File: src/rtl/fetch_sequencer_pkg.sv
// -----------------------------------------------------------------------------
// fetch_sequencer_pkg
// Shared definitions for the instruction fetch sequencer and its watchdog:
//   fsm_state_t          - sequencer state encoding
//   DEFAULT_RESET_VECTOR - default PC loaded on reset
//   TMO_W                - width of the fetch-acknowledge timeout counter
//   is_word_aligned()    - true when an address has its two LSBs clear
// -----------------------------------------------------------------------------
package fetch_sequencer_pkg;

   typedef enum logic [2:0] {
      ST_IDLE   = 3'd0,
      ST_FETCH  = 3'd1,
      ST_EXEC   = 3'd2,
      ST_UPDATE = 3'd3,
      ST_HALT   = 3'd4
   } fsm_state_t;

   localparam logic [31:0] DEFAULT_RESET_VECTOR = 32'h0000_0000;

   localparam int TMO_W = 8;

   function automatic logic is_word_aligned(input logic [31:0] addr);
      return (addr[1:0] == 2'b00);
   endfunction

endpackage

File: src/rtl/fetch_sequencer_watchdog.sv
// -----------------------------------------------------------------------------
// fetch_watchdog
// Counts FETCH cycles that pass without an instruction-memory acknowledge.
// Ports:
//   clk, rst_n  - clock, asynchronous active-low reset
//   clear       - zero the counter (asserted on the edge that enters FETCH)
//   enable      - count this cycle (FETCH cycle without ack)
//   limit       - number of unacknowledged cycles allowed
//   expired     - the current cycle is the limit-th one without ack
// -----------------------------------------------------------------------------
module fetch_watchdog
   import fetch_sequencer_pkg::*;
(
   input  logic             clk,
   input  logic             rst_n,
   input  logic             clear,
   input  logic             enable,
   input  logic [TMO_W-1:0] limit,
   output logic             expired
);

   logic [TMO_W-1:0] count_q;

   // count_q holds the number of completed unacknowledged cycles, so the
   // limit-th cycle is the one that starts with count_q == limit-1.
   assign expired = (count_q == (limit - TMO_W'(1)));

   always_ff @(posedge clk or negedge rst_n) begin
      if (!rst_n) begin
         count_q <= '0;
      end else if (clear) begin
         count_q <= '0;
      end else if (enable && !expired) begin
         count_q <= count_q + TMO_W'(1);
      end
   end

endmodule

File: src/rtl/fetch_sequencer.sv
// -----------------------------------------------------------------------------
// fetch_sequencer
// Instruction fetch / execute / PC-update sequencer.
// Parameters:
//   RESET_VECTOR - word-aligned PC loaded on reset
//   ACK_TIMEOUT  - FETCH cycles without imem_ack before a bus error (2..255)
// Ports:
//   clk, rst_n          - clock, asynchronous active-low reset
//   run, halt_req       - start / stop requests
//   imem_req, imem_addr - fetch request and address (address is pc)
//   imem_ack, imem_rdata- fetch completion and instruction word
//   instr, instr_valid  - instruction register and execute strobe
//   exec_done           - datapath finished the current instruction
//   pc, pc_next         - current PC and branch-unit next PC
//   retired_count       - instructions retired (wraps modulo 2^32)
//   halted              - sequencer parked in HALT
//   bus_err             - sticky fetch timeout flag
//   misalign_err        - sticky misaligned pc_next flag
// -----------------------------------------------------------------------------
module fetch_sequencer
   import fetch_sequencer_pkg::*;
#(
   parameter logic [31:0] RESET_VECTOR = DEFAULT_RESET_VECTOR,
   parameter int          ACK_TIMEOUT  = 16
)(
   input  logic        clk,
   input  logic        rst_n,
   input  logic        run,
   input  logic        halt_req,
   output logic        imem_req,
   output logic [31:0] imem_addr,
   input  logic        imem_ack,
   input  logic [31:0] imem_rdata,
   output logic [31:0] instr,
   output logic        instr_valid,
   input  logic        exec_done,
   output logic [31:0] pc,
   input  logic [31:0] pc_next,
   output logic [31:0] retired_count,
   output logic        halted,
   output logic        bus_err,
   output logic        misalign_err
);

   localparam logic [TMO_W-1:0] TMO_LIMIT = TMO_W'(ACK_TIMEOUT);

   fsm_state_t  state_q, state_d;
   logic [31:0] pc_q;
   logic [31:0] instr_q;
   logic [31:0] retired_q;
   logic        bus_err_q;
   logic        misalign_q;

   logic        wd_clear;
   logic        wd_enable;
   logic        wd_expired;

   logic        fetch_hit;
   logic        fetch_timeout;
   logic        update_ok;
   logic        update_bad;

   fetch_watchdog u_watchdog (
      .clk     (clk),
      .rst_n   (rst_n),
      .clear   (wd_clear),
      .enable  (wd_enable),
      .limit   (TMO_LIMIT),
      .expired (wd_expired)
   );

   // Next-state and event decode. An ack in the timeout cycle still wins.
   always_comb begin
      state_d       = state_q;
      fetch_hit     = 1'b0;
      fetch_timeout = 1'b0;
      update_ok     = 1'b0;
      update_bad    = 1'b0;
      unique case (state_q)
         ST_IDLE: begin
            if (halt_req) begin
               state_d = ST_HALT;
            end else if (run) begin
               state_d = ST_FETCH;
            end
         end
         ST_FETCH: begin
            if (imem_ack) begin
               fetch_hit = 1'b1;
               state_d   = ST_EXEC;
            end else if (wd_expired) begin
               fetch_timeout = 1'b1;
               state_d       = ST_HALT;
            end
         end
         ST_EXEC: begin
            if (exec_done) begin
               state_d = ST_UPDATE;
            end
         end
         ST_UPDATE: begin
            if (!is_word_aligned(pc_next)) begin
               update_bad = 1'b1;
               state_d    = ST_HALT;
            end else begin
               update_ok = 1'b1;
               state_d   = halt_req ? ST_HALT : ST_FETCH;
            end
         end
         ST_HALT: begin
            state_d = ST_HALT;
         end
         default: begin
            state_d = ST_IDLE;
         end
      endcase
   end

   // The watchdog restarts on every entry into FETCH and counts only
   // unacknowledged FETCH cycles.
   assign wd_clear  = (state_q != ST_FETCH) && (state_d == ST_FETCH);
   assign wd_enable = (state_q == ST_FETCH) && !imem_ack;

   always_ff @(posedge clk or negedge rst_n) begin
      if (!rst_n) begin
         state_q <= ST_IDLE;
      end else begin
         state_q <= state_d;
      end
   end

   always_ff @(posedge clk or negedge rst_n) begin
      if (!rst_n) begin
         pc_q       <= RESET_VECTOR;
         instr_q    <= '0;
         retired_q  <= '0;
         bus_err_q  <= 1'b0;
         misalign_q <= 1'b0;
      end else begin
         if (fetch_hit) begin
            instr_q <= imem_rdata;
         end
         if (fetch_timeout) begin
            bus_err_q <= 1'b1;
         end
         if (update_ok) begin
            pc_q      <= pc_next;
            retired_q <= retired_q + 32'd1;
         end
         if (update_bad) begin
            misalign_q <= 1'b1;
         end
      end
   end

   // Moore outputs decoded from the state register only.
   assign imem_req      = (state_q == ST_FETCH);
   assign instr_valid   = (state_q == ST_EXEC);
   assign halted        = (state_q == ST_HALT);

   assign imem_addr     = pc_q;
   assign pc            = pc_q;
   assign instr         = instr_q;
   assign retired_count = retired_q;
   assign bus_err       = bus_err_q;
   assign misalign_err  = misalign_q;

endmodule

File: config.mk
export PLATFORM = sky130hd
export DESIGN_NAME = fetch_sequencer
export DESIGN_NICKNAME = d
export VERILOG_FILES = /design/src/rtl/fetch_sequencer_pkg.sv /design/src/rtl/fetch_sequencer_watchdog.sv /design/src/rtl/fetch_sequencer.sv
export SDC_FILE = /design/constraint.sdc
export NUM_CORES = 1
export LEC_CHECK = 0
export ABC_AREA = 1
export BUFFER_PORTS_ARGS = -buffer_cell sky130_fd_sc_hd__buf_2
export CAP_MARGIN = 5
export CORE_ASPECT_RATIO = 2
export CORE_MARGIN = 1
export CORE_UTILIZATION = 50
export DETAILED_ROUTE_END_ITERATION = 12
export PLACE_DENSITY = 0.78
export REMOVE_ABC_BUFFERS = 1
export SLEW_MARGIN = 25
export SYNTH_ARGS = -nofsm -noshare
export SYNTH_HDL_FRONTEND = slang
export SYNTH_SLANG_ARGS = --single-unit
File: constraint.sdc
create_clock -name clk -period 2.1 [get_ports clk]
set_clock_uncertainty 0.15 [all_clocks]
set_input_delay 0.105 -clock clk [delete_from_list [all_inputs] [get_ports clk]]
set_output_delay 0.105 -clock clk [all_outputs]
set_load 0.01 [all_outputs]
==> impl_metrics.py <==
metrics = {
    "layout": {
        "layout.nets": 1022,
        "layout-drive-gt1-share": 0.2492,
        "final_common_cell": "nand2_1",
        "syn2layout_area_growth_pct": 36.34,
        "final_cell_mix": "nand2_1, buf_2, dfrtp_1",
        "finalNonFillerCells": 1093,
    },
    "setup_path": {
        "crit_path_frequent_cell": "nand2_1",
        "cp_slowest_stage_delay_ns": 0.56,
        "crit_family": "buffers and inverters",
        "crit_chain": "inv_2, nand3_1, nor2_2, nand2_1, dlygate4sd3_1, nand2_1",
        "critPathMaxFanout": 6,
        "crit_type": "register to register",
        "crit_buf_inv": 2,
        "cp-end-kind": "register",
        "cp.arrival_ns": 2.01,
        "start_kind": "register",
        "required_ns": 2.25,
        "crit_slowest_cell": "dlygate4sd3_1",
    },
    "place": {
        "globalplace.congestion": 0.8916,
        "hpwl_um": 10430,
        "portBuffers": 202,
        "dp_cells": 1007,
        "post-place-ws_ns": 0.3728,
    },
    "timing": {
        "fmax_mhz": 536.6,
        "fin_hold_ws_ns": 0.004514,
        "post-route-period-util": 0.8874,
        "worst_slack_ns": 0.2364,
        "rsz0062_at_grt": "false",
        "tightest_slew_ns": 0.5313,
        "slew_headroom": 0.6453,
        "setup_viol": 0,
        "hold_viol_final": 0,
        "slew_violations": 0,
        "layout_min_cycle_time_ns": 1.864,
    },
    "clock_network": {
        "clkSlewWorstSetupHoldPaths_ns": 0.08,
        "cts_buffer_depth": 2,
        "htree_levels": 3,
        "clock_tree.root_cell": "clkbuf_16",
        "numCtsBuffers": 9,
        "cts.repair.resized": 0,
        "clk_latency_ns": 0.36,
        "post_cts_buffers": 0,
        "clkSinkCount": 109,
        "tritoncts": "done",
        "postCtsHoldBufs": 69,
    },
    "global_route": {
        "antenna_found_initial": 1,
        "grt_usage": 0.2957,
        "grt_max_degree": 58,
        "grt_pass1_vias": 5283,
        "grt-ovfl-total": 0,
        "grt_pass1_wl_um": 24640,
    },
    "yosys": {
        "syn_inst": 710,
        "ys.warnings.count": 0,
        "yosysSeqAreaShare": 0.5074,
        "synth_cell_types": 24,
        "syn_area_um2": 5375,
        "synth.avg_cell_area_um2": 7.571,
        "synth-seq-cells": 109,
    },
    "route": {
        "wire_per_inst_um": 14.67,
        "num_vias": 5383,
        "drcViolationCount": 0,
        "drtIter0Drc": 261,
        "ant_nets": 0,
        "firstDrtPassIters": 4,
        "via_per_inst": 4.925,
        "drt-total-wl_um": 16030,
    },
    "die": {
        "rows": 53,
        "core-area_um2": 10480,
        "die_h_um": 148.6,
        "start_util": 0.5130,
        "io-pin-count": 203,
        "die-area_um2": 11190,
        "die_x_um": 75.32,
    },
    "pwr": {
        "ir_drop_mv": 0.4365,
        "p_per_area_nw_per_um2": 636.1,
        "total_power_mw": 4.661,
        "total_leakage_power_nw": 4.171,
    },
    "status": {
        "status": "finished clean",
    },
    "run": {
        "cap_violations": 0,
    },
    "min_path": {
        "hold_class": "input pin to asynchronous set/reset pin",
    },
}
## kinds of logic (layout without fill, tap and decap cells)
| group | after synthesis | in the layout | synth area share |
|---|---|---|---|
| compound gates | 6 | 6 | 0.006982 |
| buf+inv | 101 | 346 | 0.09660 |
| other cells | 0 | 1 | 0 |
| fa+ha+maj | 2 | 2 | 0.004655 |
| simple gates | 472 | 472 | 0.3517 |
| xor+xnor | 20 | 20 | 0.03259 |
| flops | 109 | 109 | 0.5074 |
## registers in the layout, indices dropped and copies added (netlist names)
register,flops
misalign_err,1
state_q,3
u_watchdog.count_q,8
retired_count,32
bus_err,1
imem_addr,32
instr,32
## metrics by stage
| step | setup TNS (ns) | instance area [um2] | util |
|---|---|---|---|
| 6_report | 0 | 7328 | 0.6994 |
| 5_1_grt | 0 | 7328 | 0.6994 |
| 3_3_place_gp | 0 | 6314 | 0.6026 |
| 4_1_cts | 0 | 7326 | 0.6992 |
| 3_5_place_dp | 0 | 6314 | 0.6026 |
| 2_1_floorplan | -17.17 | 5059 | - |
## power breakdown
group	total, mW	switching, mW	leakage [nW]	internal [mW]
clock network	1.82	0.935	0.156	0.886
logic	0.547	0.281	2.57	0.265
registers	2.29	0.0835	1.44	2.21
## path summary, 6_finish.rpt
| check | startpoint | to | slack (ns) | depth (start not counted) |
|---|---|---|---|---|
| setup reg to reg | state_q[2]$_DFF_PN0_ | instr[17]$_DFFE_PN0P_ | 0.24 | 6 |
| setup / recovery | state_q[2]$_DFF_PN0_ | instr[17]$_DFFE_PN0P_ | 0.24 | 6 |
| min in group clk | pc_next[1] | retired_count[3]$_DFFE_PN0P_ | 0.01 | 4 |
| max in group asynchronous | rst_n | imem_addr[7]$_DFFE_PN0P_ | 1.08 | 3 |
| hold reg to reg | instr[16]$_DFFE_PN0P_ | instr[16]$_DFFE_PN0P_ | 0.32 | 2 |
| hold / removal | rst_n | retired_count[15]$_DFFE_PN0P_ | 0.005 | 2 |
## final cells by class
type                       count  area, um2
fill                         851       3149
sequential                   109       2728
multi-input combinational    500       2136
timing repair buffer         276       1767
clock buffer                   9      225.2
inverter                      54      202.7
tap                          137      171.4
clock inverter                 7      96.34
antenna                        1      2.502
## cells in the mapped netlist (all sizes together)
library cell / number / share of area
nand4: 8 / 0.0093
nor3: 3 / 0.0028
clkbuf: 7 / 0.0049
dfrtp: 109 / 0.51
inv: 53 / 0.037
ha: 2 / 0.0047
nand2: 350 / 0.25
xor2: 13 / 0.021
o21ai: 3 / 0.0028
nand3b: 4 / 0.0056
xnor2: 7 / 0.011
o21bai: 2 / 0.0028
nor2: 79 / 0.061
o211ai: 1 / 0.0014
buf: 40 / 0.054
nor3b: 1 / 0.0014
clkinv: 1 / 0.00070
nand3: 27 / 0.025
## metal layers
layer  vias up  GRT usage  share of wire
li1       2595          -              -
met1      2501     0.3184           0.37
met2       229     0.5165           0.53
met3        58    0.05285          0.050
met4         0     0.1769          0.048
met5         -          0              0
Power figures use the tool's default switching activity.
